**src/rtl/config.vh**
```
// Shared datapath widths and wb_arb parameter defaults.
`ifndef CONFIG_VH
`define CONFIG_VH
`define WORD_W            32
`define REG_IDX_W         5
`define WB_ARB_DEPTH      2
`define WB_ARB_STARVE_MAX 4
`endif

```
**src/rtl/wb_arb_pkg.sv**
```systemverilog
// Types shared by the write-back arbiter and its LLU result FIFO.
`include "config.vh"
package wb_arb_pkg;
  localparam int unsigned WORD_W    = `WORD_W;
  localparam int unsigned REG_IDX_W = `REG_IDX_W;

  typedef struct packed {
    logic [REG_IDX_W-1:0] rd;
    logic [WORD_W-1:0]    data;
    logic                 kill;
  } ll_entry_t;
endpackage

```
**src/rtl/wb_arb_fifo.sv**
```systemverilog
// DEPTH-entry register FIFO of LLU results with per-entry WAW kill bits.
module wb_arb_fifo
  import wb_arb_pkg::*;
#(
  parameter int unsigned DEPTH = 2
) (
  input  logic                         clk,
  input  logic                         clr_n,
  input  logic                         push,
  input  ll_entry_t                    push_entry,
  input  logic                         pop,
  input  logic                         kill_en,
  input  logic [REG_IDX_W-1:0]         kill_reg,
  output ll_entry_t                    head,
  output logic [$clog2(DEPTH):0]       count
);
  localparam int unsigned PTR_W = $clog2(DEPTH);
  localparam int unsigned CNT_W = PTR_W + 1;

  ll_entry_t        mem [DEPTH];
  logic [PTR_W-1:0] rd_ptr;
  logic [PTR_W-1:0] wr_ptr;

  assign head = mem[rd_ptr];

  // Kill marking runs before the push write so a fresh entry keeps its own kill bit.
  always_ff @(posedge clk or negedge clr_n) begin
    if (!clr_n) begin
      for (int i = 0; i < DEPTH; i++) mem[i] <= '0;
      rd_ptr <= '0;
      wr_ptr <= '0;
      count  <= '0;
    end else begin
      if (kill_en) begin
        for (int i = 0; i < DEPTH; i++) begin
          if (mem[i].rd == kill_reg) mem[i].kill <= 1'b1;
        end
      end
      if (push) begin
        mem[wr_ptr] <= push_entry;
        wr_ptr      <= wr_ptr + PTR_W'(1);
      end
      if (pop) rd_ptr <= rd_ptr + PTR_W'(1);
      count <= count + CNT_W'(push) - CNT_W'(pop);
    end
  end
endmodule

```
**src/rtl/wb_arb.sv**
```systemverilog
// Register-file write-port arbiter: pipeline write-back first, queued LLU results in idle slots.
// Optional WB_ARB_BYPASS_EN lets an LLU result write straight through when the queue is empty.
`include "config.vh"
module wb_arb
  import wb_arb_pkg::*;
#(
  parameter int unsigned DEPTH      = `WB_ARB_DEPTH,
  parameter int unsigned STARVE_MAX = `WB_ARB_STARVE_MAX
) (
  input  logic                 clk,
  input  logic                 clr_n,
  input  logic                 i_wb_en,
  input  logic [REG_IDX_W-1:0] i_wb_reg,
  input  logic [WORD_W-1:0]    i_wb_data,
  input  logic                 i_ll_valid,
  output logic                 o_ll_ready,
  input  logic [REG_IDX_W-1:0] i_ll_reg,
  input  logic [WORD_W-1:0]    i_ll_data,
  output logic                 o_rf_we,
  output logic [REG_IDX_W-1:0] o_rf_reg,
  output logic [WORD_W-1:0]    o_rf_data,
  output logic                 o_pipe_stall,
  output logic                 o_ll_pending
);
  localparam int unsigned CNT_W = $clog2(DEPTH) + 1;
  localparam int unsigned STV_W = $clog2(STARVE_MAX + 1);

  ll_entry_t        head;
  ll_entry_t        push_entry;
  logic [CNT_W-1:0] count;
  logic             wb_grant;
  logic             head_valid;
  logic             head_live;
  logic             ll_grant;
  logic             bypass;
  logic             pop;
  logic             push;
  logic [STV_W-1:0] starve_cnt;
  logic [STV_W-1:0] starve_nxt;
  logic             stall_nxt;

  // Grant, pop/push and write-port mux; dead heads drain even under a pipeline write.
  always_comb begin
    wb_grant   = i_wb_en && (i_wb_reg != '0);
    head_valid = (count != '0);
    head_live  = head_valid && !head.kill && (head.rd != '0);
    ll_grant   = !wb_grant && head_live;
    pop        = head_valid && (ll_grant || !head_live);
`ifdef WB_ARB_BYPASS_EN
    bypass     = !head_valid && i_ll_valid && !wb_grant;
`else
    bypass     = 1'b0;
`endif
    o_ll_ready = (count < CNT_W'(DEPTH)) || bypass;
    push       = i_ll_valid && o_ll_ready && !bypass;
    push_entry = '{rd: i_ll_reg, data: i_ll_data, kill: wb_grant && (i_ll_reg == i_wb_reg)};

    o_rf_we   = 1'b0;
    o_rf_reg  = '0;
    o_rf_data = '0;
    if (clr_n) begin
      if (wb_grant) begin
        o_rf_we   = 1'b1;
        o_rf_reg  = i_wb_reg;
        o_rf_data = i_wb_data;
      end else if (ll_grant) begin
        o_rf_we   = 1'b1;
        o_rf_reg  = head.rd;
        o_rf_data = head.data;
      end else if (bypass && (i_ll_reg != '0)) begin
        o_rf_we   = 1'b1;
        o_rf_reg  = i_ll_reg;
        o_rf_data = i_ll_data;
      end
    end
    o_ll_pending = head_valid;
  end

  // Starvation tracking: stall is requested once a live head has waited STARVE_MAX cycles.
  always_comb begin
    starve_nxt = '0;
    stall_nxt  = 1'b0;
    if (head_live && !ll_grant) begin
      starve_nxt = (starve_cnt >= STV_W'(STARVE_MAX)) ? starve_cnt : starve_cnt + STV_W'(1);
      stall_nxt  = o_pipe_stall || (starve_nxt >= STV_W'(STARVE_MAX));
    end
  end

  always_ff @(posedge clk or negedge clr_n) begin
    if (!clr_n) begin
      starve_cnt   <= '0;
      o_pipe_stall <= 1'b0;
    end else begin
      starve_cnt   <= starve_nxt;
      o_pipe_stall <= stall_nxt;
    end
  end

  wb_arb_fifo #(.DEPTH(DEPTH)) u_fifo (
    .clk        (clk),
    .clr_n      (clr_n),
    .push       (push),
    .push_entry (push_entry),
    .pop        (pop),
    .kill_en    (wb_grant),
    .kill_reg   (i_wb_reg),
    .head       (head),
    .count      (count)
  );
endmodule

```
**config.mk**
```make
export PLATFORM = sky130hd
export DESIGN_NAME = wb_arb
export DESIGN_NICKNAME = d
export VERILOG_FILES = /design/src/rtl/wb_arb_pkg.sv /design/src/rtl/wb_arb_fifo.sv /design/src/rtl/wb_arb.sv
export VERILOG_INCLUDE_DIRS = /design/src /design/src/rtl
export SDC_FILE = /design/constraint.sdc
export NUM_CORES = 1
export LEC_CHECK = 0
export BUFFER_PORTS_ARGS = -buffer_cell sky130_fd_sc_hd__clkbuf_2
export CELL_PAD_IN_SITES_DETAIL_PLACEMENT = 0
export CELL_PAD_IN_SITES_GLOBAL_PLACEMENT = 2
export CORE_MARGIN = 3
export CORE_UTILIZATION = 30
export DETAILED_ROUTE_END_ITERATION = 8
export PLACE_DENSITY = 0.72
export SLEW_MARGIN = 20
export SYNTH_ARGS = -nofsm -noshare
export SYNTH_HDL_FRONTEND = slang
export SYNTH_SLANG_ARGS = --single-unit
export TNS_END_PERCENT = 50
```
**constraint.sdc**
```tcl
create_clock -name clk -period 1.76 [get_ports clk]
set_input_delay 0.088 -clock clk [delete_from_list [all_inputs] [get_ports clk]]
set_output_delay 0.088 -clock clk [all_outputs]
set_load 0.02 [all_outputs]
```
After elaboration in Yosys (flattened, before gate mapping)
Cells that the tools add are included.
{ "word_totals": {"inputBits": 78, "reg_bits": 84} }
{ "classes": {"n_eq_ne": 3, "reduce_logical": 18, "bitwise": 2, "mux": 23, "n_addsub": 5, "order_cmp": 6} }
{ "op_table": {"columns": ["cell", "n"], "rows": [
  ["38-bit 2-to-1 mux", 4],
  ["32-bit 2-to-1 mux", 3],
  ["76-bit bitwise mux", 1],
  ["39-bit 2-to-1 mux", 1],
  ["38-bit demux with 1-bit select", 1],
  ["5-bit equality test", 3],
  ["5-bit 2-to-1 mux", 3],
  ["5-bit nonzero test", 2],
  ["1-bit logical AND", 9],
  ["1-bit 2-to-1 mux", 8],
  ["3-bit >= comparator, second input constant", 2],
  ["3-bit 2-to-1 mux", 2],
  ["2-bit >= comparator, second input constant", 2],
  ["1-bit logical NOT", 4],
  ["1-bit inverter with 2-bit output", 2],
  ["3-bit by 1-bit adder with 3-bit output, second input constant", 1],
  ["1-bit adder, second input constant", 2],
  ["2-bit by 1-bit adder with 2-bit output", 1],
  ["1-bit logical OR", 2],
  ["2-bit by 1-bit < comparator with 1-bit output, second input constant", 1],
  ["2-bit < comparator, second input constant", 1],
  ["2-bit nonzero test", 1],
  ["2-bit by 1-bit subtractor with 2-bit output", 1]
]} }

Logic depth before layout (Yosys ltp)
{ "logic_depth": {"word_depth": 11, "ltp_mapped": 9, "depth_no_buf": 8} }

Cells and area by module
A second synthesis with hierarchy kept.
{ "unflattened": {"hier_cells": 402, "hier_area_um2": 4855.9} }
{ "by_module_without_submodules": {"columns": ["module", "area_each_um2", "instances", "cells_per_inst"], "rows": [
  ["wb_arb_fifo", 3621.0, 1, 232],
  ["wb_arb", 1234.9, 1, 170]
]} }

Worst setup path before layout
No wires, ideal clock.
{ "synth_path": {"path_type": "reg-to-output", "start": "register u_fifo.rd_ptr", "end": "output port o_rf_data[0]", "path_stages_with_launch": 7, "n_path_buf": 2, "setup_slack_ns": -0.116, "t_arrival_ns": 1.788, "cell_sequence": "dfrtp_1 -> buf_2 -> nor4b_1 -> o22ai_1 -> nand3_1 -> clkbuf_1 -> o21ai_0"} }
{ "synth_between": {"elab_chain_cells": 11, "word_cells_on_any_way": 12} }
{ "synth_rtl": {"columns": ["item", "line", "rtl"], "rows": [
  ["from (decl)", "wb_arb_fifo.sv:21", "logic [PTR_W-1:0] rd_ptr;"],
  ["from (signal assigned)", "wb_arb_fifo.sv:43", "if (pop) rd_ptr <= rd_ptr + PTR_W'(1);"],
  ["1-bit inverter with 2-bit output (implied by the code) (*)", "wb_arb_fifo.sv:24", "assign head = mem[rd_ptr];"],
  ["38-bit 2-to-1 mux (implied by the code) (*) (3 in a row)", "wb_arb_fifo.sv:24", null],
  ["parallel branches: the longest is 4 deep, another holds 5-bit nonzero test", null, null],
  ["32-bit 2-to-1 mux (*)", "wb_arb.sv:66", "end else if (ll_grant) begin"],
  ["32-bit 2-to-1 mux (*)", "wb_arb.sv:62", "if (wb_grant) begin"],
  ["32-bit 2-to-1 mux (*)", "wb_arb.sv:61", "if (clr_n) begin"],
  ["to (decl)", "wb_arb.sv:21", "output logic [WORD_W-1:0] o_rf_data,"]
]} }
Mark *: on every way between the ends. The select of a mux whose other input is x is not followed.

Worst setup path after layout
{ "layout_path": {"start": "register u_fifo.rd_ptr", "end": "output port o_rf_data[24]"} }
The elaborated chain is that of the path after synthesis.

==> results_tabular.tex <==
\begin{tabular}{lr}
\hline
Metric & Value \\
\hline
\multicolumn{2}{l}{\textbf{Floorplanning}} \\
\quad Starting density of the core & 31.1\% \\
\quad Core region area & 14700 sq um \\
\quad Standard-cell row count & 44 \\
\quad Num ports & 119 \\
\quad Die Ht & 129 microns \\
\quad Floorplan die area & 16700 sq um \\
\quad Horizontal die dimension & 129 microns \\
\multicolumn{2}{l}{\textbf{Timing}} \\
\quad Number of hold violations in the final report & 0 \\
\quad Unrepaired setup endpoints after global routing & true \\
\quad Highest clock rate & 0.500 GHz \\
\quad Final number of setup-violating endpoints & 40 \\
\quad Setup TNS & -7.66 ns \\
\quad Slack of the critical path & -0.240 ns \\
\quad Max-slew violations & 0 \\
\quad Largest clock skew in the final design & 0.00464 ns \\
\quad Transition time at the pin with the least slew margin & 0.722 ns \\
\quad Share of the clock period used by the worst path & 114\% \\
\quad Final min period & 2.00 ns \\
\quad Relative max-transition margin & 51.7\% \\
\multicolumn{2}{l}{\textbf{GRT}} \\
\quad First-pass GRT wire length & 20900 microns \\
\quad Pin count of the biggest net entering global routing & 36 \\
\quad Via count of the first global-routing pass & 4085 \\
\quad Initial antenna violation count & 0 \\
\quad GRT overflow & 0 \\
\quad Tot GR Track Use & 15.9\% \\
\multicolumn{2}{l}{\textbf{Clocking}} \\
\quad Total CTS buffers & 9 \\
\quad Clock insertion delay at the later pin of the skew report & 0.33 ns \\
\quad TritonCTS clock tree & yes \\
\quad Sinks on Clock Net & 84 \\
\quad Max Root-Sink Buffers & 2 \\
\quad Master cell of the clock root buffer & sky130\_fd\_sc\_hd\_\_clkbuf\_16 \\
\quad Clock slew seen by the registers of the worst setup and hold paths & 0.06 ns \\
\quad H-tree levels & 3 \\
\multicolumn{2}{l}{\textbf{Pwr}} \\
\quad Internal power consumption & 0.00740 W \\
\quad Portion of total power attributed to combinational logic & 53.6\% \\
\quad Net switching fraction of the power & 35.4\% \\
\quad Clock group share of total power & 16.0\% \\
\quad Switching pwr & 0.00406 W \\
\quad Pwr/cell area & 1690 nW/um\^{}2 \\
\quad Share of total power in sequential cells & 30.4\% \\
\quad Worst vdd rail ir drop & 0.000680 V \\
\quad Leakage component of the power & 2.95 nW \\
\multicolumn{2}{l}{\textbf{Min path}} \\
\quad HP Class & input port to flip-flop \\
\quad Number of cells on the worst hold path & 2 \\
\quad Launch instance of the worst min-delay path & i\_ll\_data[31] \\
\quad Hold-critical path endpoint & u\_fifo.mem[70]\$\_DFFE\_PN0P\_ \\
\multicolumn{2}{l}{\textbf{Route}} \\
\quad Post-detailed-route via-to-cell ratio & 4.95 \\
\quad Vias & 3741 \\
\quad Post-route ant nets & 0 \\
\quad Initial detailed-routing violation count & 108 \\
\quad Wire length per cell & 17.3 microns \\
\quad Routed WL & 13000 microns \\
\quad Residual DRC count & 0 \\
\quad Number of search-and-repair iterations in the first detailed-routing pass & 5 \\
\multicolumn{2}{l}{\textbf{Place}} \\
\quad Area after detailed placement & 5650 sq um \\
\quad Port Buffers & 118 \\
\quad Global placement routability congestion & 0.829 \\
\quad HPWL after DPL & 8620 microns \\
\multicolumn{2}{l}{\textbf{Setup path}} \\
\quad Setup CP Type & flip-flop to primary output \\
\quad Arrival time of data at the critical path endpoint & 1.91 ns \\
\quad Startpoint type of the worst setup path & flip-flop \\
\quad Reg-to-Reg Start & u\_fifo.mem[33]\$\_DFFE\_PN0P\_ \\
\quad Worst Path Max Fanout & 12 \\
\quad Reg-to-reg slack, setup & -0.23 ns \\
\quad Critical Path Sink Type & primary output \\
\quad Data required, critical path & 1.67 ns \\
\quad Reg-to-Reg End & u\_fifo.count[1]\$\_DFF\_PN0\_ \\
\quad Cell count of the worst reg-to-reg path & 9 \\
\multicolumn{2}{l}{\textbf{Yosys}} \\
\quad Gate count of the mapped netlist & 403 \\
\quad Count of state elements after synthesis & 84 \\
\quad Net count after synthesis & 485 \\
\quad Number of warnings issued by yosys & 0 \\
\quad Primary flip-flop cell chosen by synthesis mapping & sky130\_fd\_sc\_hd\_\_dfrtp\_1 \\
\quad Mean instance size in the synthesized netlist & 11.3 sq um \\
\quad Synthesized cell area & 4570 sq um \\
\quad Register area share after synthesis & 46.0\% \\
\quad Number of different library cells in the post-synthesis netlist & 32 \\
\quad Asr flop ratio synth & 100\% \\
\quad Post-synth EDFFs & 0 \\
\multicolumn{2}{l}{\textbf{Run}} \\
\quad Max capacitance violation total & 0 \\
\multicolumn{2}{l}{\textbf{Cells and area}} \\
\quad Fraction of layout cells with a size suffix above 1 & 59.5\% \\
\quad Cell area after layout & 6770 sq um \\
\quad Final net count & 648 \\
\quad Layout area overhead & 48.3\% \\
\quad Diodes inserted & 0 \\
\multicolumn{2}{l}{\textbf{Run status}} \\
\quad Violations in the final reports & setup timing \\
\quad Status & complete, but fails checks \\
\hline
\end{tabular}
## critical path, stage by stage (launching register included)
cell	delay, ns
sky130_fd_sc_hd__dfrtp_2	0.46
sky130_fd_sc_hd__buf_6	0.13
sky130_fd_sc_hd__mux2i_2	0.16
sky130_fd_sc_hd__buf_4	0.15
sky130_fd_sc_hd__nand3_4	0.08
sky130_fd_sc_hd__buf_8	0.15
sky130_fd_sc_hd__buf_12	0.15
sky130_fd_sc_hd__o21ai_2	0.13
sky130_fd_sc_hd__clkbuf_8	0.16
## synth_stat cells (2+ instances only)
cell type | instances | area [sq um]
sky130_fd_sc_hd__inv_1 | 6 | 22.5
sky130_fd_sc_hd__buf_2 | 12 | 60.1
sky130_fd_sc_hd__mux2i_1 | 3 | 30.0
sky130_fd_sc_hd__o21ai_0 | 31 | 155
sky130_fd_sc_hd__nor2b_1 | 2 | 12.5
sky130_fd_sc_hd__nor2_1 | 3 | 11.3
sky130_fd_sc_hd__mux2_2 | 111 | 1250
sky130_fd_sc_hd__nand4_1 | 2 | 12.5
sky130_fd_sc_hd__nor3_1 | 9 | 45.0
sky130_fd_sc_hd__o21ai_1 | 6 | 30.0
sky130_fd_sc_hd__dfrtp_1 | 84 | 2100
sky130_fd_sc_hd__xor2_1 | 12 | 105
sky130_fd_sc_hd__clkbuf_1 | 12 | 45.0
sky130_fd_sc_hd__buf_4 | 5 | 37.5
sky130_fd_sc_hd__buf_1 | 3 | 11.3
sky130_fd_sc_hd__buf_6 | 2 | 22.5
sky130_fd_sc_hd__nand3_1 | 75 | 375
sky130_fd_sc_hd__xnor2_1 | 8 | 70.1
sky130_fd_sc_hd__ha_1 | 4 | 50.1
## per-stage QoR
stage / util, % / std cells / hold slack, ns / power, W / setup slack [ns]
final: 46.1 / 755 / 0.0125 / 0.0115 / -0.240
after CTS: 45.0 / 755 / 0.000113 / 0.0112 / -0.241
after global routing: 46.1 / 755 / 0.00484 / 0.0122 / -0.314
after global placement: 38.4 / 711 / -0.00344 / 0.00813 / -0.143
after floorplan: - / 403 / -0.208 / 0.00655 / -0.116
after detailed placement: 38.4 / 711 / -0.00122 / 0.00826 / -0.151
## power groups by stage
stage	sequential [W]	clock (W)	combinational (W)
floorplan	0.00331	0	0.00324
global placement	0.00340	0	0.00473
detailed placement	0.00347	0	0.00478
CTS	0.00348	0.00190	0.00587
global route	0.00361	0.00196	0.00664
finish	0.00348	0.00183	0.00615
## layout make-up
type                    count  area, sq um
clock buffers              11          233
clock inverters             5         52.6
fillers                  1369         7930
inverters                   6         22.5
multi-input cells         278         2550
flip-flops and latches     84         2100
well taps                 184          230
repair buffers            187         1580
## sequential cells by signal (all words and copies together), names as in the netlist
| register | flops |
|---|---|
| u_fifo.count | 2 |
| starve_cnt | 3 |
| u_fifo.mem | 76 |
| u_fifo.wr_ptr | 1 |
| u_fifo.rd_ptr | 1 |
| o_pipe_stall | 1 |
## cell families (layout without fill, tap and decap cells)
group                      Yosys count  in the layout  share of synthesized area (%)
AOI/OAI and AO/OA                   44             44                           5.70
xor gates and xnor gates            20             20                           3.84
adders and majority gates            4              4                           1.10
buffers and inverters               41            209                           4.47
DFF                                 84             84                           46.0
muxes                              114            114                           28.0
and+or+nand+nor                     96             96                           10.8
## what timing repair did
action / 4_1_cts / 5_1_grt
hold endpoints to repair: 94 / 0
resized for setup: 127 / 51
cloned: 1 / 0
hold buffers: 20 / 0
pin swaps: 27 / 6
buffers inserted: 7 / 0
setup endpoints to repair: 40 / 42
## placed cells by master (no fill, tap or decap), types with 10 or more instances in the layout
master / instances
sky130_fd_sc_hd__mux2_2: 111
sky130_fd_sc_hd__dfrtp_1: 83
sky130_fd_sc_hd__clkbuf_2: 79
sky130_fd_sc_hd__nand3_1: 74
sky130_fd_sc_hd__buf_4: 42
sky130_fd_sc_hd__dlygate4sd3_1: 18
sky130_fd_sc_hd__o21ai_2: 16
sky130_fd_sc_hd__xor2_1: 12
sky130_fd_sc_hd__o21ai_4: 12
sky130_fd_sc_hd__buf_8: 12
sky130_fd_sc_hd__clkbuf_8: 11
sky130_fd_sc_hd__buf_12: 10
## worst max-delay path by stage
stage                                     from                   endpoint  slack, ns  cells past startpoint
global route        u_fifo.mem[75]$_DFFE_PN0P_  u_fifo.count[1]$_DFF_PN0_      -0.31                      9
detailed placement   u_fifo.rd_ptr$_DFFE_PN0P_  u_fifo.count[1]$_DFF_PN0_      -0.15                      8
floorplan            u_fifo.rd_ptr$_DFFE_PN0P_               o_rf_data[0]      -0.12                      6
finish               u_fifo.rd_ptr$_DFFE_PN0P_              o_rf_data[24]      -0.24                      8
global placement                   i_wb_reg[0]  u_fifo.count[1]$_DFF_PN0_      -0.14                      9
CTS                  u_fifo.rd_ptr$_DFFE_PN0P_              o_rf_data[27]      -0.24                      8
## layer usage
layer  track usage [%]  share of wire (%)  up-vias
met1              20.9                 44     1875
li1                  -                  -     1778
met2              27.0                 51       79
met3              2.47                3.9        9
met4              4.45               0.88        0
met5                 0                  0        -
No activity file was read; power rests on OpenSTA's default activity.
